`src/rtl/time_counter_cfg.sv`:
```
// Configurable BCD time-of-day counter with prescaler, digit load and 12/24 h display.
// Time is held internally as 24 h BCD digits; the display mapping is combinational.
module time_counter_cfg #(
    parameter int TICK_DIV = 60,
    parameter bit SEC_EN   = 1'b1
) (
    input  logic       clk,
    input  logic       rst,
    input  logic       en,
    input  logic       load,
    input  logic [3:0] ld_u_sec,
    input  logic [2:0] ld_z_sec,
    input  logic [3:0] ld_u_min,
    input  logic [2:0] ld_z_min,
    input  logic [3:0] ld_u_hour,
    input  logic [1:0] ld_z_hour,
    input  logic       mode12,
    output logic [3:0] u_sec,
    output logic [2:0] z_sec,
    output logic [3:0] u_min,
    output logic [2:0] z_min,
    output logic [3:0] u_hour,
    output logic [1:0] z_hour,
    output logic       pm,
    output logic       min_pulse,
    output logic       day_wrap,
    output logic       load_err
);

    localparam int PW = (TICK_DIV > 1) ? $clog2(TICK_DIV) : 1;
    localparam logic [PW-1:0] PMAX = PW'(TICK_DIV - 1);

    logic [3:0]    us_q, us_d;
    logic [2:0]    zs_q, zs_d;
    logic [3:0]    um_q, um_d;
    logic [2:0]    zm_q, zm_d;
    logic [3:0]    uh_q, uh_d;
    logic [1:0]    zh_q, zh_d;
    logic [PW-1:0] pre_q, pre_d;
    logic          mp_q, mp_d;
    logic          dw_q, dw_d;
    logic          err_q, err_d;

    logic tick, sec_wrap, min_wrap, hr_wrap, ld_ok;

    always_comb begin
        tick     = en && (pre_q == PMAX);
        sec_wrap = SEC_EN ? (us_q == 4'd9 && zs_q == 3'd5) : 1'b1;
        min_wrap = (um_q == 4'd9) && (zm_q == 3'd5);
        hr_wrap  = (zh_q == 2'd2) && (uh_q == 4'd3);
        ld_ok    = (ld_u_min <= 4'd9) && (ld_z_min <= 3'd5)
                && (ld_u_hour <= 4'd9) && (ld_z_hour <= 2'd2)
                && !(ld_z_hour == 2'd2 && ld_u_hour > 4'd3)
                && (!SEC_EN || (ld_u_sec <= 4'd9 && ld_z_sec <= 3'd5));

        us_d  = us_q;
        zs_d  = zs_q;
        um_d  = um_q;
        zm_d  = zm_q;
        uh_d  = uh_q;
        zh_d  = zh_q;
        pre_d = pre_q;
        mp_d  = 1'b0;
        dw_d  = 1'b0;
        err_d = err_q;

        // A load (valid or not) swallows any tick due in the same cycle.
        if (load) begin
            if (ld_ok) begin
                us_d  = SEC_EN ? ld_u_sec : 4'd0;
                zs_d  = SEC_EN ? ld_z_sec : 3'd0;
                um_d  = ld_u_min;
                zm_d  = ld_z_min;
                uh_d  = ld_u_hour;
                zh_d  = ld_z_hour;
                pre_d = '0;
                err_d = 1'b0;
            end else begin
                err_d = 1'b1;
            end
        end else if (en) begin
            pre_d = tick ? '0 : pre_q + 1'b1;
            if (tick) begin
                if (SEC_EN) begin
                    us_d = (us_q == 4'd9) ? 4'd0 : us_q + 4'd1;
                    if (us_q == 4'd9)
                        zs_d = (zs_q == 3'd5) ? 3'd0 : zs_q + 3'd1;
                end
                if (sec_wrap) begin
                    mp_d = 1'b1;
                    um_d = (um_q == 4'd9) ? 4'd0 : um_q + 4'd1;
                    if (um_q == 4'd9)
                        zm_d = (zm_q == 3'd5) ? 3'd0 : zm_q + 3'd1;
                    if (min_wrap) begin
                        dw_d = hr_wrap;
                        if (hr_wrap) begin
                            uh_d = 4'd0;
                            zh_d = 2'd0;
                        end else if (uh_q == 4'd9) begin
                            uh_d = 4'd0;
                            zh_d = zh_q + 2'd1;
                        end else begin
                            uh_d = uh_q + 4'd1;
                        end
                    end
                end
            end
        end
    end

    always_ff @(posedge clk or posedge rst) begin
        if (rst) begin
            us_q  <= '0;
            zs_q  <= '0;
            um_q  <= '0;
            zm_q  <= '0;
            uh_q  <= '0;
            zh_q  <= '0;
            pre_q <= '0;
            mp_q  <= 1'b0;
            dw_q  <= 1'b0;
            err_q <= 1'b0;
        end else begin
            us_q  <= us_d;
            zs_q  <= zs_d;
            um_q  <= um_d;
            zm_q  <= zm_d;
            uh_q  <= uh_d;
            zh_q  <= zh_d;
            pre_q <= pre_d;
            mp_q  <= mp_d;
            dw_q  <= dw_d;
            err_q <= err_d;
        end
    end

    logic [4:0] hbin, hdisp;
    logic [1:0] zh_o;

    always_comb begin
        hbin = 5'(zh_q) * 5'd10 + 5'(uh_q);
        hdisp = hbin;
        if (mode12) begin
            if (hbin == 5'd0)
                hdisp = 5'd12;
            else if (hbin > 5'd12)
                hdisp = hbin - 5'd12;
        end
        if (hdisp >= 5'd20)
            zh_o = 2'd2;
        else if (hdisp >= 5'd10)
            zh_o = 2'd1;
        else
            zh_o = 2'd0;
    end

    assign u_sec     = us_q;
    assign z_sec     = zs_q;
    assign u_min     = um_q;
    assign z_min     = zm_q;
    assign z_hour    = zh_o;
    assign u_hour    = 4'(hdisp - 5'(zh_o) * 5'd10);
    assign pm        = hbin >= 5'd12;
    assign min_pulse = mp_q;
    assign day_wrap  = dw_q;
    assign load_err  = err_q;

endmodule
```
`config.mk`:
```
export PLATFORM = sky130hd
export DESIGN_NAME = time_counter_cfg
export DESIGN_NICKNAME = d
export VERILOG_FILES = /design/src/rtl/time_counter_cfg.sv
export SDC_FILE = /design/constraint.sdc
export NUM_CORES = 1
export LEC_CHECK = 0
export ABC_CLOCK_PERIOD_IN_PS = 4300
export CAP_MARGIN = 0
export CORE_MARGIN = 2
export CORE_UTILIZATION = 50
export CTS_CLUSTER_SIZE = 10
export DETAILED_ROUTE_END_ITERATION = 8
export HOLD_SLACK_MARGIN = 0.1
export PLACE_DENSITY = 0.8
export SLEW_MARGIN = 20
export SYNTH_ARGS = -nofsm -noshare
export SYNTH_HDL_FRONTEND = slang
export SYNTH_SLANG_ARGS = --single-unit
```
`constraint.sdc`:
```
create_clock -name clk -period 4.3 [get_ports clk]
set_input_delay 0.86 -clock clk [delete_from_list [all_inputs] [get_ports clk]]
set_output_delay 0.86 -clock clk [all_outputs]
set_load 0.05 [all_outputs]
```
==> metrics.csv <==
metric;value;unit
grt.overflow.total;0;
drt-met1-wl;2380;um
core;4060;sq um
start_util;0.525;
die_x;69.3;um
cts_root_buf;clkbuf_8;
p_per_area;879;nW/um^2
cap_violations;0;
drc;0;
yosys.area_share.adder;0.0658;
critPathCaptureType;output pin;
die_area;4800;sq um
hold_depth;2;
setup_ws;-0.186;ns
dr_wl_met2;2720;um
hold_start;load_err;
diodes;0;
intPower;0.00137;W
p_comb_frac;0.733;
switchingPower;0.00127;W
r2r_start;pre_q[0];
startpoint_type;register;
gp_congestion;0.839;
hold_buffers;0;
antenna_found_initial;0;
stdcell_count;352;
layout.nets;336;
clock.fmax;223;MHz
multi_input_area;1410;sq um
violations;setup timing;
place_inst;336;
grt_pass1_wl;9110;um
wirelength;5390;um
r2r_slack;1.93;ns
rows;23;
clock_latency;0.28;ns
synth_ff_type;dfrtp_1;
cp.required;3.44;ns
crit_family;adder cells;
htree_levels;2;
drv_slew;0;
yosysWarnings;0;
cts_buffers;5;
hold_path.class;register to register;
syn_inst;242;
setup_violations;2;
synth_mux_area_frac;0.0159;
grt_max_degree;30;
grt_pass1_vias;1938;
port_buffers;48;
track_usage;0.231;
utilization;0.742;
clockPowerShare;0.096;
avgSynthCellArea;8.80;sq um
yosys.area_share.simple;0.212;
synth.most_common_cell;dfrtp_1;
seqCellArea;726;sq um
ys_seq_area_frac;0.341;
holdWs;0.508;ns
syn-num-nets;277;
synthTopCellsByCount;29 x dfrtp_1, 23 x o21ai_0, 21 x nor2_1;
clockBufferDepth;2;
worst_pin_slew;0.783;ns
synth_edf_count;0;
fin_crit;4.49;ns
slew-limit-headroom;0.477;
yosys.area_share.xor_xnor;0.0370;
cts_tree;built;
fin_tns_setup;-0.343;ns
ir_drop;0.000852;V
synthDistinctLibCells;58;
place_area;2750;sq um
leakagePower;1.26;nW
switching_share;0.482;
synth_top_family_by_area;compound AO/OA/AOI/OAI gates;
path_buf_inv;4;
yosysTopAreaCellShare;0.341;
synth-async-reset-ratio;1.00;
dp_hpwl;3780;um
crit_path_cell_trace;ha_2 -> fa_2 -> inv_2 -> ha_4 -> nor3b_4 -> buf_6 -> a211oi_4 -> a211oi_2 -> a2bb2oi_2 -> nor2b_4 -> a22o_4 -> ha_4 -> inv_2 -> fa_2 -> xor2_4 -> buf_12;
cts.clk_slew.worst_paths;0.07;ns
drive_gt1_frac;0.212;
hold_viol_final;0;
pwr-share-seq;0.172;
ys_ff_latch;29;
synth.area.top_cells;dfrtp_1 34%, o21ai_0 5.4%, a21oi_1 4.7%, ha_1 4.7%, nor2_1 3.7%;
holdPathEnd;load_err;
synth_compound_area_frac;0.272;
dr_wl_met3;236;um
wl_per_cell;15.3;um
final_antenna_net_count;0;
path_class;register to output pin;
crit_fanout;4;
dr.pass1.iters;4;
vias;2017;
post-route-period-util;1.04;
final_area;3010;sq um
skew;0.00569;ns
syn_area;2130;sq um
fill_cells;306;
outcome;finished, violations left;
via_per_inst;5.73;
rsz0062_at_grt;yes;
highest_layer;met4;
synthToLayoutAreaGrowth;41.2;%
die_y;69.3;um
cp_slowest_stage_delay;0.56;ns
slowest_stage;fa_2;
ios;49;
cts_num_sinks;29;
crit_arrival;3.63;ns
first_iter_violations;89;
yosys.area.top_type;dfrtp_1;
r2r_end;z_sec[0];
rr_worst_depth;7;
## layer usage
metal / GRT usage / vias up
met1: 0.294 / 969
li1: - / 995
met4: 0.0632 / 0
met5: 0 / -
met3: 0.0451 / 5
met2: 0.400 / 48
## worst max path at each step
stage | start | cells past startpoint | end | slack, ns
final | uh_q[1] | 16 | u_hour[3] | -0.19
after global routing | uh_q[1] | 17 | u_hour[3] | -0.32
after CTS | zh_q[0] | 17 | u_hour[3] | -0.11
after detailed placement | mode12 | 12 | u_hour[3] | -0.06
after global placement | mode12 | 12 | u_hour[3] | 0.03
after floorplan | uh_q[1] | 15 | u_hour[3] | 0.02
## cell families (layout without fill, tap and decap cells)
logic type / after synthesis / count (layout)
flops: 29 / 29
simple gates: 77 / 77
compound gates: 85 / 85
mux: 3 / 3
xor+xnor: 9 / 9
buf+inv: 29 / 89
fa+ha+maj: 10 / 10
## layout by cell type (no fill, tap or decap), types with 3 or more instances in the layout
master | netlist | routed
a21o_1 | 3 | 3
dfrtp_1 | 29 | 29
nand3_1 | 5 | 5
clkdlybuf4s50_1 | 0 | 43
buf_4 | 0 | 16
or3_1 | 3 | 3
a21oi_1 | 20 | 20
ha_1 | 8 | 4
inv_2 | 0 | 3
nor4b_1 | 3 | 3
nor2b_1 | 5 | 3
o21ai_0 | 23 | 23
nand2_1 | 13 | 13
a2bb2oi_1 | 3 | 3
buf_12 | 0 | 4
ha_4 | 0 | 3
nor2_1 | 21 | 21
nor3_1 | 6 | 5
inv_1 | 17 | 14
o21ai_1 | 5 | 5
and3_1 | 3 | 3
clkbuf_8 | 0 | 7
xor2_1 | 6 | 4
a211oi_1 | 6 | 4
nand2b_1 | 4 | 4
xnor2_1 | 3 | 3
## final cells by class
class                           instances  area share
Inverter                               17      0.0212
Timing Repair Buffer                   64       0.213
Sequential cell                        29       0.241
Multi-Input combinational cell        184       0.470
Tap cell                               50      0.0208
Clock inverter                          1     0.00166
Clock buffer                            7      0.0320
## power by group through the flow
stage,combinational (W),sequential [W],clock [W]
finish,0.00194,0.000454,0.000253
floorplan,0.000968,0.000571,0
global route,0.00205,0.000467,0.000268
global placement,0.00168,0.000450,0
CTS,0.00185,0.000450,0.000254
detailed placement,0.00172,0.000452,0
## flip-flops by register name (all words and copies together) (netlist names)
| register | flops |
|---|---|
| day_wrap | 1 |
| z_min | 3 |
| uh_q | 4 |
| min_pulse | 1 |
| u_min | 4 |
| zh_q | 2 |
| z_sec | 3 |
| pre_q | 6 |
| load_err | 1 |
| u_sec | 4 |
## worst min-delay path: cells and delay by family, from the launching register on
kind	cells	cell delay [ns]
flops	1	0.35
simple gates	2	0.12
## metrics by stage
| step | total power [W] | setup slack, ns |
|---|---|---|
| 4_1_cts | 0.00256 | -0.108 |
| 3_5_place_dp | 0.00217 | -0.0636 |
| 3_3_place_gp | 0.00213 | 0.0342 |
| 6_report | 0.00264 | -0.186 |
| 5_1_grt | 0.00279 | -0.323 |
| 2_1_floorplan | 0.00154 | 0.0186 |
## what timing repair did
action                                  4_1_cts  5_1_grt
endpoints found under the hold margin         0        0
setup buffers                                 4        4
endpoints found under the setup margin        2        2
pin swaps                                     9       11
gates resized for setup                      14        7
Power figures use the tool's default switching activity.
